**src/rtl/serial_adder_pkg.sv**
```systemverilog
// Shared definitions for the bit-serial adder: FSM encoding and default width.
package serial_adder_pkg;

  localparam int DEFAULT_WIDTH = 8;

  typedef enum logic [1:0] {
    IDLE = 2'b00,
    RUN  = 2'b01,
    DONE = 2'b10
  } state_t;

endpackage

```
**src/rtl/serial_adder_full_adder.sv**
```systemverilog
// One-bit full-adder cell used by the serial adder; purely combinational.
module full_adder (
  input  logic a,
  input  logic b,
  input  logic cin,
  output logic s,
  output logic cout
);

  // Sum and carry of a single bit position.
  always_comb begin
    s    = a ^ b ^ cin;
    cout = (a & b) | (cin & (a ^ b));
  end

endmodule

```
**src/rtl/serial_adder.sv**
```systemverilog
// Bit-serial adder: adds two WIDTH-bit operands LSB first, one bit per clock,
// publishing sum/cout and a one-cycle done pulse after WIDTH cycles.
module serial_adder
  import serial_adder_pkg::*;
#(
  parameter int WIDTH = DEFAULT_WIDTH
) (
  input  logic             clk,
  input  logic             rst_n,
  input  logic             start,
  input  logic [WIDTH-1:0] a,
  input  logic [WIDTH-1:0] b,
  input  logic             cin,
  output logic             busy,
  output logic             done,
  output logic [WIDTH-1:0] sum,
  output logic             cout
);

  localparam int CNT_W = $clog2(WIDTH) + 1;
  localparam logic [CNT_W-1:0] LAST_BIT = CNT_W'(WIDTH - 1);

  state_t           state;
  state_t           next_state;
  logic [CNT_W-1:0] bit_cnt;
  logic             carry;
  logic [WIDTH-1:0] op_a;
  logic [WIDTH-1:0] op_b;
  logic [WIDTH-1:0] res;
  logic             fa_s;
  logic             fa_cout;
  logic             accept;
  logic             last_bit;
  logic             busy_next;
  logic             done_next;

  assign accept   = start && ((state == IDLE) || (state == DONE));
  assign last_bit = (state == RUN) && (bit_cnt == LAST_BIT);

  full_adder u_full_adder (
    .a    (op_a[0]),
    .b    (op_b[0]),
    .cin  (carry),
    .s    (fa_s),
    .cout (fa_cout)
  );

  // State register, with busy/done registered alongside so they never glitch.
  always_ff @(posedge clk or negedge rst_n) begin
    if (!rst_n) begin
      state <= IDLE;
      busy  <= 1'b0;
      done  <= 1'b0;
    end else begin
      state <= next_state;
      busy  <= busy_next;
      done  <= done_next;
    end
  end

  // Next-state logic; DONE can restart directly so back-to-back needs no idle cycle.
  always_comb begin
    next_state = state;
    case (state)
      IDLE:    if (start) next_state = RUN;
      RUN:     if (bit_cnt == LAST_BIT) next_state = DONE;
      DONE:    next_state = start ? RUN : IDLE;
      default: next_state = IDLE;
    endcase
  end

  // Next values of the registered status outputs.
  always_comb begin
    busy_next = (next_state == RUN);
    done_next = last_bit;
  end

  // Datapath: operand shifters, carry, bit counter and result; sum/cout only
  // change on the final bit so partial results are never visible.
  always_ff @(posedge clk or negedge rst_n) begin
    if (!rst_n) begin
      bit_cnt <= '0;
      carry   <= 1'b0;
      op_a    <= '0;
      op_b    <= '0;
      res     <= '0;
      sum     <= '0;
      cout    <= 1'b0;
    end else if (accept) begin
      op_a    <= a;
      op_b    <= b;
      carry   <= cin;
      bit_cnt <= '0;
      res     <= '0;
    end else if (state == RUN) begin
      op_a  <= op_a >> 1;
      op_b  <= op_b >> 1;
      carry <= fa_cout;
      res   <= {fa_s, res[WIDTH-1:1]};
      if (last_bit) begin
        sum  <= {fa_s, res[WIDTH-1:1]};
        cout <= fa_cout;
      end else begin
        bit_cnt <= bit_cnt + 1'b1;
      end
    end
  end

endmodule
```
**config.mk**
```make
export PLATFORM = sky130hd
export DESIGN_NAME = serial_adder
export DESIGN_NICKNAME = d
export VERILOG_FILES = /design/src/rtl/serial_adder_pkg.sv /design/src/rtl/serial_adder_full_adder.sv /design/src/rtl/serial_adder.sv
export SDC_FILE = /design/constraint.sdc
export NUM_CORES = 1
export LEC_CHECK = 0
export CAP_MARGIN = 5
export CORE_ASPECT_RATIO = 1.4
export CORE_MARGIN = 2
export CORE_UTILIZATION = 51
export CTS_CLUSTER_SIZE = 10
export DETAILED_ROUTE_END_ITERATION = 7
export HOLD_SLACK_MARGIN = 0.12
export PLACE_DENSITY_LB_ADDON = 0.3
export SYNTH_ARGS = -nofsm -noshare
export SYNTH_HDL_FRONTEND = slang
export SYNTH_SLANG_ARGS = --single-unit
```
**constraint.sdc**
```tcl
create_clock -name clk -period 2.13 [get_ports clk]
set_clock_uncertainty 0.1 [all_clocks]
set_input_delay 0.426 -clock clk [delete_from_list [all_inputs] [get_ports clk]]
set_output_delay 0.426 -clock clk [all_outputs]
set_load 0.01 [all_outputs]
```
==> impl_metrics.env, run 1 <==
export IMPL_drive_gt1_share_pct=13.4
export IMPL_clk_latency_ns=0.30
export IMPL_post_route_util_pct=69.2
export IMPL_synth_area_per_cell_um2=11.3
export IMPL_grt_remaining_overflow=0
export IMPL_setup_tns_ns=0
export IMPL_p_per_area_nw_per_um2=1540
export IMPL_wl_per_cell_um=15.0
export IMPL_cap_violations=0
export IMPL_cts_root_buffer="clkbuf_8"
export IMPL_final_common_cell="dfrtp_1"
export IMPL_coreArea_um2=3150
export IMPL_cp_num_cells=4
export IMPL_crit_chain="ha_1 -> nand2_1 -> nor3_4 -> mux2_2"
export IMPL_io_buffers=30
export IMPL_wl_um=3370
export IMPL_fmax_ghz=0.547
export IMPL_critical_path_required_ns=2.21
export IMPL_hold_violations=0
export IMPL_cp_end_kind="flip-flop"
export IMPL_floorplan_initialDensity_pct=53.8
export IMPL_synth_net_count=172
export IMPL_cts_path_max_buffers=2
export IMPL_slowest_delay_ns=0.47
export IMPL_grt_antenna_before_repair=0
export IMPL_power_leakage_nw=0.999
export IMPL_clkTransAtPathRegs_ns=0.08
export IMPL_vias_per_cell=5.42
export IMPL_period_minus_slack_ns=1.83
export IMPL_rows=24
export IMPL_r2r_start="bit_cnt[0]"
export IMPL_r2r_end="sum[6]"
export IMPL_postRouteAntennaNets=0
export IMPL_max_slew_margin_rel_pct=58.3
export IMPL_worstMarginPinSlew_ns=0.618
export IMPL_ys_seq_area_share_pct=60.5
export IMPL_cts_made_buffers=5
export IMPL_synth_seq_cells=41
export IMPL_antenna_diode_count=0
export IMPL_clock_sinks=41
export IMPL_grt_total_usage_pct=20.5
export IMPL_syn_instance_count=150
export IMPL_status="finished, final reports clean"
export IMPL_dp_hpwl_um=2400
export IMPL_cp_endpoint="sum[6]"
export IMPL_cp_start_kind="flip-flop"
export IMPL_drtPass1Iterations=4
export IMPL_maxSlewViolCount=0
export IMPL_vias=1219
export IMPL_min_path_type="flip-flop to flip-flop"
export IMPL_crit_start="bit_cnt[0]"
export IMPL_die_y_um=72.2
export IMPL_grt_pass1_wl_um=5620
export IMPL_setup_violations=0
export IMPL_rsz0062_at_grt="false"
export IMPL_grt_max_degree=42
export IMPL_grt_pass1_vias=1202
export IMPL_cp_slowest_cell="nor3_4"
export IMPL_critPathKind="flip-flop to flip-flop"
export IMPL_ir_drop_uv=1240
export IMPL_synth_area_um2=1700
export IMPL_die_area_um2=3810
export IMPL_gp_congestion=0.742
export IMPL_post_cts_resize_count=0
export IMPL_syn2layout_area_growth_pct=28.7
export IMPL_drc=0
export IMPL_crit_path_max_fanout=10
export IMPL_final_net_count=207
export IMPL_r2r_cells=4
export IMPL_cp_num_buf_inv=0
export IMPL_final_cell_mix="dfrtp_1 (41), clkdlybuf4s50_1 (29), nand2_1 (28)"
export IMPL_yosysUniqueCellTypes=28
export IMPL_ioPinCount=31
export IMPL_cp_arrival_ns=1.91
export IMPL_critPathTopFamily="simple AND/OR/NAND/NOR gates"
export IMPL_yosys_warnings=0
export IMPL_die_w_um=52.7
export IMPL_drtIter0Drc=37
export IMPL_cts_tree="yes"
export IMPL_h_tree_depth=2
export IMPL_r2r_setup_slack_ns=0.30
export IMPL_final_period_utilization_pct=85.9
## sequential cells by signal, summed over array words and instances, names as in the netlist
register / flops
bit_cnt: 4
busy: 1
carry: 1
cout: 1
done: 1
op_a: 8
op_b: 8
res: 7
state: 2
sum: 8
## worst reg2reg max path, cell delays in order (launching register included)
cell,delay [ns]
dfrtp_1,0.40
ha_1,0.21
nand2_1,0.14
nor3_4,0.47
mux2_2,0.40
## logic make-up (layout without fill, tap and decap cells)
kind of cell,count (synthesis),after routing,share of synthesized area [%]
AO/OA/AOI/OAI,27,27,12.0
adder cells (fa/ha/maj),2,2,1.92
buffers and inverters,15,51,4.06
flip-flops,41,41,60.5
multiplexers,12,12,7.60
AND/OR/NAND/NOR,53,53,13.9
## per-layer routing
metal,up-vias,wire [um],GRT usage (%),part of all wire [%]
met5,-,0,0,0
met4,0,62,8.55,1.8
met3,7,165,5.56,4.9
met2,32,1680,31.7,50
met1,595,1470,27.3,44
li1,585,-,-,-
## cell usage after synthesis, drive strengths merged
library cell / n / area share, %
a211oi: 1 / 0.44
a21oi: 1 / 0.29
a221o: 3 / 1.8
a22o: 8 / 4.1
a22oi: 2 / 0.88
a31oi: 10 / 3.7
and2b: 1 / 0.44
buf: 5 / 1.8
clkbuf: 4 / 0.88
dfrtp: 41 / 60
fa: 1 / 1.2
ha: 1 / 0.74
inv: 6 / 1.3
mux2: 7 / 4.6
mux2i: 5 / 2.9
nand2: 28 / 6.2
nand2b: 2 / 0.74
nand3: 2 / 0.59
nand4: 1 / 0.37
nor2: 13 / 3.0
nor2b: 1 / 0.37
nor3: 4 / 1.8
o21ai: 1 / 0.29
o2bb2ai: 1 / 0.52
or2: 1 / 0.37
## area by class of cell
class	count	area, um^2
flip-flops and latches	41	1030
clock inverters	3	65.1
clock buffers	5	68.8
multi-input cells	94	602
fillers	243	970
inverters	6	22.5
repair buffers	37	350
well taps	39	48.8
## per-stage QoR
| step | worst slack [ns] | cell area, um^2 | hold slack (ns) | std cells | power (W) |
|---|---|---|---|---|---|
| after floorplan | 0.554 | 1700 | 0.0304 | 150 | 0.00219 |
| after global placement | 0.192 | 2040 | 0.382 | 216 | 0.00256 |
| after detailed placement | 0.106 | 2040 | 0.390 | 216 | 0.00265 |
| after CTS | 0.308 | 2180 | 0.411 | 225 | 0.00339 |
| after global routing | 0.207 | 2180 | 0.427 | 225 | 0.00361 |
| final | 0.301 | 2180 | 0.409 | 225 | 0.00336 |
## timing repair
| item | in CTS | in global routing |
|---|---|---|
| hold buffers | 1 | 0 |
| buffers inserted | 0 | 0 |
| hold endpoints to repair | 41 | 0 |
## worst min-delay path by stage
stage               startpoint          to  slack [ns]  depth (start not counted)
floorplan                rst_n  bit_cnt[0]        0.03                          0
global placement       op_b[3]     op_b[3]        0.38                          2
detailed placement      res[1]      res[1]        0.39                          1
CTS                     res[1]      res[1]        0.41                          1
global route            sum[0]      sum[0]        0.43                          1
finish                  res[1]      res[1]        0.41                          1
## report_power, final
| group | switching, W | leakage [nW] | internal, W |
|---|---|---|---|
| Clock | 0.000266 | 0.0681 | 0.000465 |
| Combinational | 0.000654 | 0.417 | 0.000633 |
| Sequential | 0.000212 | 0.514 | 0.00113 |
Power figures use the tool's default switching activity.
==> inputs of run 2 (changes only) <==
--- a/config.mk
+++ b/config.mk
@@ -9,6 +9,7 @@
 export CORE_ASPECT_RATIO = 1.4
 export CORE_MARGIN = 2
 export CORE_UTILIZATION = 51
+export CTS_CLUSTER_DIAMETER = 30
 export CTS_CLUSTER_SIZE = 10
 export DETAILED_ROUTE_END_ITERATION = 7
 export HOLD_SLACK_MARGIN = 0.12
==> constraint.sdc (replaced) <==
create_clock -name clk -period 1.9 [get_ports clk]
set_clock_uncertainty 0.1 [all_clocks]
set_input_delay 0.38 -clock clk [delete_from_list [all_inputs] [get_ports clk]]
set_output_delay 0.38 -clock clk [all_outputs]
set_load 0.01 [all_outputs]
==> run 2 against run 1 <==
Effect of this change: sequential share of layout area shrank 0.69 points; non-clock buffer count rose by 1; combinational power up 12%; first-iteration DRC count decreased by 41%; clock power is 13% higher.
==> impl_metrics.env, run 2 (synthesis results as in run 1) <==
export IMPL_final_period_utilization_pct=90.3
export IMPL_coreArea_um2=3150
export IMPL_wl_um=3230
export IMPL_crit_path_max_fanout=9
export IMPL_clock_sinks=41
export IMPL_min_from="op_b[3]"
export IMPL_multi_input_area_um2=602
export IMPL_r2r_setup_slack_ns=0.18
export IMPL_place_area_um2=2070
export IMPL_ioPinCount=31
export IMPL_ir_drop_uv=1100
export IMPL_globalRouteMet3Util_pct=5.56
export IMPL_cts_root_buffer="clkbuf_8"
export IMPL_period_minus_slack_ns=1.72
export IMPL_rows=24
export IMPL_maxSlewViolCount=0
export IMPL_nFillCells=252
export IMPL_dp_slack_ns=0.00684
export IMPL_drtPass1Iterations=4
export IMPL_worstMarginPinSlew_ns=0.586
export IMPL_cp_start_kind="flip-flop"
export IMPL_final_common_cell="dfrtp_1"
export IMPL_grt_remaining_overflow=0
export IMPL_use_met1_pct=25.9
export IMPL_gp_congestion=0.779
export IMPL_final_cell_mix="dfrtp_1 (41), clkdlybuf4s50_1 (29), nand2_1 (28)"
export IMPL_clkTransAtPathRegs_ns=0.07
export IMPL_cap_violations=0
export IMPL_hold_violations=0
export IMPL_io_buffers=30
export IMPL_post_route_util_pct=70.3
export IMPL_drive_gt1_share_pct=13.9
export IMPL_power_leakage_nw=1.02
export IMPL_h_tree_depth=2
export IMPL_grt_total_usage_pct=19.3
export IMPL_wl_per_cell_um=14.3
export IMPL_regArea_um2=1030
export IMPL_cp_arrival_ns=1.79
export IMPL_syn2layout_area_growth_pct=30.6
export IMPL_die_w_um=52.7
export IMPL_final_net_count=208
export IMPL_finalWorstSetupSlack_ns=0.185
export IMPL_cts_made_buffers=5
export IMPL_grt_pass1_vias=1155
export IMPL_crit_start="bit_cnt[0]"
export IMPL_cts_tree="yes"
export IMPL_status="finished, final reports clean"
export IMPL_drc=0
export IMPL_fmax_ghz=0.583
export IMPL_instances_no_fill=226
export IMPL_cp_end_kind="flip-flop"
export IMPL_grt_antenna_before_repair=0
export IMPL_postRouteAntennaNets=0
export IMPL_grt_pass1_wl_um=5300
export IMPL_drtIter0Drc=22
export IMPL_dp_hpwl_um=2250
export IMPL_cts_path_max_buffers=2
export IMPL_grt_max_degree=28
export IMPL_vias_per_cell=5.45
export IMPL_rsz0062_at_grt="false"
export IMPL_cp_slowest_cell="dfrtp_1"
export IMPL_setup_violations=0
export IMPL_setup_tns_ns=0
export IMPL_vias=1232
export IMPL_top_usage_layer="met2"
export IMPL_clk_latency_ns=0.30
export IMPL_p_per_area_nw_per_um2=1700
export IMPL_critical_path_required_ns=1.98
export IMPL_cts_setup_buffers=0
export IMPL_die_y_um=72.2
export IMPL_critPathKind="flip-flop to flip-flop"
export IMPL_dp_cells=217
export IMPL_crit_chain="ha_1 -> nand2_1 -> nor3_4 -> mux2_2"
export IMPL_largestRegisters="op_a x8, op_b x8, sum x8"
export IMPL_floorplan_initialDensity_pct=53.8
export IMPL_antenna_diode_count=0
export IMPL_r2r_start="bit_cnt[0]"
export IMPL_die_area_um2=3810
export IMPL_fin_area_um2=2220
export IMPL_slowest_delay_ns=0.39
export IMPL_max_slew_margin_rel_pct=60.5
export IMPL_min_path_type="flip-flop to flip-flop"
export IMPL_met2_usage_pct=29.0
run 2: per-stage QoR:
step	power [W]	hold slack, ns
4_1_cts	0.00380	0.404
6_report	0.00377	0.399
3_5_place_dp	0.00297	0.245
2_1_floorplan	0.00245	-0.0156
3_3_place_gp	0.00290	0.241
5_1_grt	0.00403	0.429
run 2: cell type report:
type	count	area share (%)
sequential	41	46.3
multi-input combinational	94	27.2
clock inverter	3	2.94
tap	39	2.20
clock buffer	5	3.11
timing repair buffer	38	17.3
inverter	6	1.02
run 2: worst paths after layout:
path	endpoint	depth (start not counted)
worst max-delay path	sum[6]	4
worst min-delay path	op_b[3]	2
worst max register to register	sum[6]	4
worst min register to register	op_b[3]	2
max in group asynchronous	op_a[1]	3
min in group asynchronous	sum[0]	2
run 2: routing by layer:
layer / wire length (um) / vias to the layer above / share of wire [%]
met1: 1470 / 611 / 45
met4: 63 / 0 / 2.0
li1: - / 585 / -
met3: 156 / 5 / 4.8
met2: 1540 / 31 / 48
met5: 0 / - / 0
run 2: critical path, delay by kind of cell (launching register included):
kind / cells / cell delay (ns)
mux: 1 / 0.39
simple gates: 2 / 0.51
flops: 1 / 0.39
fa+ha+maj: 1 / 0.21
run 2: timing repair:
action / CTS / global route
hold endpoints to repair: 18 / 0
resized for setup: 0 / 0
hold buffers: 1 / 0
setup endpoints to repair: 0 / 0
run 2: power breakdown:
group	total (W)	internal, W	switching [W]
Combinational	0.00145	0.000734	0.000720
Sequential	0.00149	0.00127	0.000225
Clock	0.000825	0.000522	0.000303
